==> config.mk <==
export PLATFORM = sky130hd
export DESIGN_NAME = pwm_sample_scheduler
export DESIGN_NICKNAME = d
export VERILOG_FILES = /design/src/rtl/pwm_sample_scheduler.sv
export SDC_FILE = /design/constraint.sdc
export NUM_CORES = 1
export LEC_CHECK = 0
export ABC_AREA = 1
export CELL_PAD_IN_SITES_DETAIL_PLACEMENT = 0
export CELL_PAD_IN_SITES_GLOBAL_PLACEMENT = 1
export CORE_ASPECT_RATIO = 0.8
export CORE_MARGIN = 2
export CORE_UTILIZATION = 44
export CTS_CLUSTER_DIAMETER = 150
export DETAILED_ROUTE_END_ITERATION = 12
export HOLD_SLACK_MARGIN = 0.06
export PLACE_DENSITY_LB_ADDON = 0.1
export SETUP_SLACK_MARGIN = 0.1
export SLEW_MARGIN = 40
export SYNTH_ARGS = -nofsm -noshare
export SYNTH_HDL_FRONTEND = slang
export SYNTH_SLANG_ARGS = --single-unit
==> constraint.sdc <==
create_clock -name clk -period 5.95 [get_ports clk]
set_clock_uncertainty 0.2 [all_clocks]
set_input_delay 1.785 -clock clk [delete_from_list [all_inputs] [get_ports clk]]
set_output_delay 1.785 -clock clk [all_outputs]
set_load 0.005 [all_outputs]
==> src/rtl/pwm_sample_scheduler.sv <==
// Paces signed audio samples into the PWM stage: one sample per PWM frame, with soft mute ramps.
// Latency: pwm_data updates only on the frame tick; a sample pushed into an empty FIFO in RUN shows at the next tick.
// Backpressure: in_ready = !full; muted and ramping-down states keep popping so the upstream never stalls.
module pwm_sample_scheduler #(
    parameter int DW         = 12,
    parameter int FRAME_LOG2 = 10,
    parameter int FIFO_LOG2  = 2,
    parameter int RAMP_STEP  = 32
) (
    input  logic                clk,
    input  logic                rst_n,
    input  logic [DW-1:0]       in_data,
    input  logic                in_valid,
    output logic                in_ready,
    input  logic                mute,
    output logic [DW-1:0]       pwm_data,
    output logic                frame_start,
    output logic [7:0]          underrun_cnt,
    output logic [1:0]          state
);
    typedef enum logic [1:0] {
        IDLE  = 2'd0,
        RUN   = 2'd1,
        RAMP  = 2'd2,
        MUTED = 2'd3
    } stateT;

    localparam int FRAME_MAX = 2**FRAME_LOG2 - 1;
    localparam logic [FIFO_LOG2:0] HALF_DEPTH = (FIFO_LOG2+1)'(2**(FIFO_LOG2-1));

    stateT                 stateQ, stateNext;
    logic [FRAME_LOG2-1:0] frameCnt;
    logic                  frameStartQ;
    logic                  tick;
    logic [DW-1:0]         pwmQ, pwmNext;
    logic [7:0]            urQ, urNext;
    logic                  popReq;
    logic [DW-1:0]         head;
    logic [FIFO_LOG2:0]    level;
    logic                  full, empty;

    // Ramp arithmetic: difference is one bit wider so it never wraps.
    logic [DW-1:0] target;
    logic [DW:0]   diff, absDiff;
    logic [DW-1:0] stepMag, stepped;
    logic          closeEnough;

    assign tick = (frameCnt == FRAME_LOG2'(FRAME_MAX - 1));

    always_ff @(posedge clk or negedge rst_n) begin
        if (!rst_n) begin
            frameCnt    <= '0;
            frameStartQ <= 1'b0;
        end else begin
            frameCnt    <= frameCnt + 1'b1;
            frameStartQ <= (frameCnt == FRAME_LOG2'(FRAME_MAX));
        end
    end

    smallFifo #(.W(DW), .LOG2(FIFO_LOG2)) u_fifo (
        .clk     (clk),
        .rst_n   (rst_n),
        .pushVld (in_valid),
        .pushDat (in_data),
        .popVld  (popReq),
        .headDat (head),
        .level   (level),
        .full    (full),
        .empty   (empty)
    );

    assign target      = mute ? '0 : head;
    assign diff        = {target[DW-1], target} - {pwmQ[DW-1], pwmQ};
    assign absDiff     = diff[DW] ? (~diff + 1'b1) : diff;
    assign stepMag     = DW'(RAMP_STEP);
    assign closeEnough = (absDiff <= {1'b0, stepMag});
    // Only used when |diff| > step, so the result stays between pwm and target.
    assign stepped     = diff[DW] ? (pwmQ - stepMag) : (pwmQ + stepMag);

    always_comb begin
        stateNext = stateQ;
        pwmNext   = pwmQ;
        urNext    = urQ;
        popReq    = 1'b0;
        if (tick) begin
            case (stateQ)
                IDLE: begin
                    pwmNext = '0;
                    if (level >= HALF_DEPTH && !mute) begin
                        stateNext = RUN;
                        popReq    = 1'b1;
                        pwmNext   = head;
                    end
                end
                RUN: begin
                    if (mute) begin
                        stateNext = RAMP;
                    end else if (!empty) begin
                        popReq  = 1'b1;
                        pwmNext = head;
                    end else if (urQ != 8'hFF) begin
                        urNext = urQ + 1'b1;
                    end
                end
                RAMP: begin
                    if (mute || !empty) begin
                        popReq = mute;
                        if (closeEnough) begin
                            pwmNext = target;
                            if (mute) begin
                                stateNext = MUTED;
                            end else begin
                                stateNext = RUN;
                                popReq    = 1'b1;
                            end
                        end else begin
                            pwmNext = stepped;
                        end
                    end
                end
                MUTED: begin
                    pwmNext = '0;
                    if (mute) popReq = 1'b1;
                    else      stateNext = IDLE;
                end
                default: stateNext = IDLE;
            endcase
        end
    end

    always_ff @(posedge clk or negedge rst_n) begin
        if (!rst_n) begin
            stateQ <= IDLE;
            pwmQ   <= '0;
            urQ    <= '0;
        end else begin
            stateQ <= stateNext;
            pwmQ   <= pwmNext;
            urQ    <= urNext;
        end
    end

    assign in_ready     = !full;
    assign pwm_data     = pwmQ;
    assign frame_start  = frameStartQ;
    assign underrun_cnt = urQ;
    assign state        = stateQ;
endmodule

// Generic first-word-fall-through FIFO; push and pop in the same cycle both take effect.
// Latency: head is valid the cycle after the first push.
// Backpressure: pushes while full and pops while empty are ignored.
module smallFifo #(
    parameter int W    = 12,
    parameter int LOG2 = 2
) (
    input  logic          clk,
    input  logic          rst_n,
    input  logic          pushVld,
    input  logic [W-1:0]  pushDat,
    input  logic          popVld,
    output logic [W-1:0]  headDat,
    output logic [LOG2:0] level,
    output logic          full,
    output logic          empty
);
    localparam int DEPTH = 2**LOG2;

    logic [W-1:0]    mem [DEPTH];
    logic [LOG2-1:0] wrPtr, rdPtr;
    logic [LOG2:0]   cnt;
    logic            doPush, doPop;

    assign full    = (cnt == (LOG2+1)'(DEPTH));
    assign empty   = (cnt == '0);
    assign doPush  = pushVld && !full;
    assign doPop   = popVld && !empty;
    assign headDat = mem[rdPtr];
    assign level   = cnt;

    always_ff @(posedge clk or negedge rst_n) begin
        if (!rst_n) begin
            wrPtr <= '0;
            rdPtr <= '0;
            cnt   <= '0;
            for (int i = 0; i < DEPTH; i++) mem[i] <= '0;
        end else begin
            if (doPush) begin
                mem[wrPtr] <= pushDat;
                wrPtr      <= wrPtr + 1'b1;
            end
            if (doPop) rdPtr <= rdPtr + 1'b1;
            case ({doPush, doPop})
                2'b10:   cnt <= cnt + 1'b1;
                2'b01:   cnt <= cnt - 1'b1;
                default: cnt <= cnt;
            endcase
        end
    end
endmodule
==> results.sh <==
export IMPL_grtUsageTotal_pct=22.2
export IMPL_largest_family_of_logic_cells_by_synthesized_area="simple AND/OR/NAND/NOR gates"
export IMPL_layout_core_utilization_pct=52.6
export IMPL_die_area_um2=14200
export IMPL_vias=5350
export IMPL_yosysSeqAreaShare_pct=37.8
export IMPL_crit_slowest_cell="sky130_fd_sc_hd__fa_1"
export IMPL_synth_compound_area_share_pct=8.76
export IMPL_routed_wl_met3_um=731
export IMPL_yosys_cell_types_count=36
export IMPL_syn_avg_cell_area_um2=7.13
export IMPL_detail_route_vias_per_cell=5.13
export IMPL_worst_max_slew_pin_slew_ns=0.815
export IMPL_synth_xor_area_share_pct=3.76
export IMPL_floorplan_die_height_um=107
export IMPL_timing_critical_path_arrival_ns=5.60
export IMPL_route_layer_met1_wl_um=7700
export IMPL_finalNonFillerCells=1042
export IMPL_yosys_warnings=0
export IMPL_worst_endpoint_required_ns=5.96
export IMPL_synth_net_count=863
export IMPL_clk_pin_slew_ns=0.07
export IMPL_yosys_area_share_adder_pct=6.61
export IMPL_clk_path_buf_depth=2
export IMPL_via_count_of_the_first_global_routing_pass=5123
export IMPL_start_kind="primary input"
export IMPL_synth_async_reset_ratio_pct=100
export IMPL_max_freq_mhz=179
export IMPL_drc_violation_count_after_routing=0
export IMPL_worstSkewPairLatency_ns=0.34
export IMPL_synth_mux_area_fraction_pct=0.193
export IMPL_grt_remaining_overflow=0
export IMPL_finalSetupViolCount=0
export IMPL_final_layout_fill_cell_count=1226
export IMPL_critical_path_top_delay_family="adder cells"
export IMPL_dpl_worst_slack_ns=-0.0423
export IMPL_vdd_drop_max_mv=0.201
export IMPL_area_of_the_core_region_um2=12900
export IMPL_final_layout_size_suffix_gt1_share_pct=9.11
export IMPL_dp_wirelength_um=11200
export IMPL_initial_core_util_pct=45.1
export IMPL_floorplan_rows=37
export IMPL_detail_route_met2_wl_um=6420
export IMPL_worst_slew_margin_rel_pct=45.5
export IMPL_place_port_buffers=39
export IMPL_grt_first_pass_wirelength_um=25400
export IMPL_post_route_period_util_pct=93.9
export IMPL_cts_hold_fix_buffers=0
export IMPL_drt_initial_drc_count=405
export IMPL_detailed_place_area_um2=6450
export IMPL_post_synth_main_area_contributors="sky130_fd_sc_hd__dfrtp_1 38%, sky130_fd_sc_hd__nand2_1 17%, sky130_fd_sc_hd__inv_1 6.6%, sky130_fd_sc_hd__nand3_1 6.5%, sky130_fd_sc_hd__ha_1 5.6%"
export IMPL_result_of_the_run="complete, no violations"
export IMPL_setup_slack_ns=0.365
export IMPL_htree_levels=3
export IMPL_dominantRegCellSynth="sky130_fd_sc_hd__dfrtp_1"
export IMPL_dpl_cell_count=1025
export IMPL_wirelength_um=14900
export IMPL_crit_buf_inv=7
export IMPL_synth_top_cell_area_share_pct=37.8
export IMPL_synthCells=818
export IMPL_fin_crit_ns=5.59
export IMPL_cell_type_with_the_highest_aggregate_area_in_the_netlist="sky130_fd_sc_hd__dfrtp_1"
export IMPL_synth_enable_flop_cells=0
export IMPL_cts_made_buffers=9
export IMPL_ios=40
export IMPL_timing_critical_path_slowest_cell_delay_ns=0.49
export IMPL_detail_route_first_pass_iterations=4
export IMPL_final_max_slew_violation_count=0
export IMPL_nNetsFinal=907
export IMPL_hold_removal_path_class="reg -> reg"
export IMPL_yosys_cell_count_top_type="sky130_fd_sc_hd__nand2_1"
export IMPL_route_antenna_remaining_nets=0
export IMPL_cp_common_cell="sky130_fd_sc_hd__nand2_1"
export IMPL_insertedDiodeCount=0
export IMPL_fp_dieW_um=133
export IMPL_critPathKind="in -> reg"
export IMPL_crit_path_end_kind="flip-flop"
export IMPL_cts_tree="built"
export IMPL_cts_sink_count=88
export IMPL_rsz0062_at_grt="true"
export IMPL_grt_start_max_net_pins=50
export IMPL_wl_per_cell_um=14.3
export IMPL_report_final_hold_viol_count=0
export IMPL_layout_area_growth_over_synthesis_pct=16.5
export IMPL_grt_antenna_before_repair=0
export IMPL_synth_simple_area_share_pct=34.6
export IMPL_gp_congestion=0.877
export IMPL_cts_root_buf="sky130_fd_sc_hd__clkbuf_16"
export IMPL_finish_instance_area_um2=6790
export IMPL_maxUsedRoutingLayer="met4"
export IMPL_power_density_nw_per_um2=331
export IMPL_timing_max_cap_violations=0
export IMPL_synth_common_cells="261 x sky130_fd_sc_hd__nand2_1, 102 x sky130_fd_sc_hd__inv_1, 88 x sky130_fd_sc_hd__dfrtp_1"
export IMPL_critical_path_peak_fanout=3
export IMPL_static_leakage_power_nw=3.47
export IMPL_postSynthRegisterBits=88
export IMPL_synth_area_um2=5830
## routing by layer
metal  vias to the layer above  GRT usage, %
met5                         -             0
met4                         0          3.23
met3                         9          4.16
met2                       125          34.6
met1                      2520          32.9
li1                       2696             -
## layout by cell type, fill, tap and decap left out, drive strengths merged, types with 2 or more instances in the layout
cell type,instances
clkinv,2
clkdlybuf4s50,38
xnor2,8
nor3,5
nor2,72
clkinvlp,2
ha,26
nand4,19
inv,108
o21ai,62
nand2,275
a21oi,20
a32o,4
xor2,17
a31oi,3
nand3,85
clkbuf,11
fa,3
buf,14
dfrtp,88
## flip-flops by register name, indices dropped and copies added, names as in the netlist
register      count
frameCnt         10
frame_start       1
pwm_data         12
state             2
u_fifo.level      3
u_fifo.mem       48
u_fifo.rdPtr      2
u_fifo.wrPtr      2
underrun_cnt      8
## area by class of cell
| class | instances | area, um2 | area share, % |
|---|---|---|---|
| clock inverter | 5 | 37.5 | 0.553 |
| tap | 175 | 219 | 3.23 |
| clock buffer | 11 | 253 | 3.72 |
| multi-input combinational | 604 | 3190 | 47.0 |
| inverter | 107 | 402 | 5.92 |
| sequential | 88 | 2200 | 32.4 |
| timing repair buffer | 52 | 485 | 7.15 |
## stage by stage
step	total power, mW	TNS (ns)	hold slack, ns
floorplan	1.45	0	0.241
detailed placement	1.68	-0.0423	0.261
global placement	1.65	-0.00833	0.254
finish	2.25	0	0.272
global route	2.44	0	0.305
CTS	2.24	0	0.273
## power breakdown
| part | switching, mW | internal, mW | total (mW) |
|---|---|---|---|
| clock network | 0.247 | 0.308 | 0.555 |
| registers | 0.0965 | 0.768 | 0.864 |
| logic | 0.531 | 0.299 | 0.830 |
## kinds of logic (layout without fill, tap and decap cells)
kind of cell               Yosys count  in the layout
and+or+nand+nor                    457            457
buffers and inverters              126            175
AOI/OAI and AO/OA                   92             92
DFF                                 88             88
adders and majority gates           29             29
xor gates and xnor gates            25             25
muxes                                1              1
## path summary, 6_finish.rpt
kind | slack [ns] | to | startpoint | cells after the start
max in group asynchronous | 3.31 | underrun_cnt[0] | rst_n | 2
worst max-delay path | 0.36 | u_fifo.level[2] | mute | 28
min in group asynchronous | 1.27 | u_fifo.mem[27] | rst_n | 1
worst min register to register | 0.27 | frameCnt[0] | frameCnt[0] | 1
worst min-delay path | 0.27 | frameCnt[0] | frameCnt[0] | 1
worst max register to register | 1.00 | u_fifo.level[2] | u_fifo.rdPtr[1] | 28
## repair_timing
item | in CTS | in global routing
buffers inserted | 0 | 1
setup endpoints to repair | 0 | 2
resized for setup | 0 | 11
Note: power is estimated with default switching activity, not from simulation.
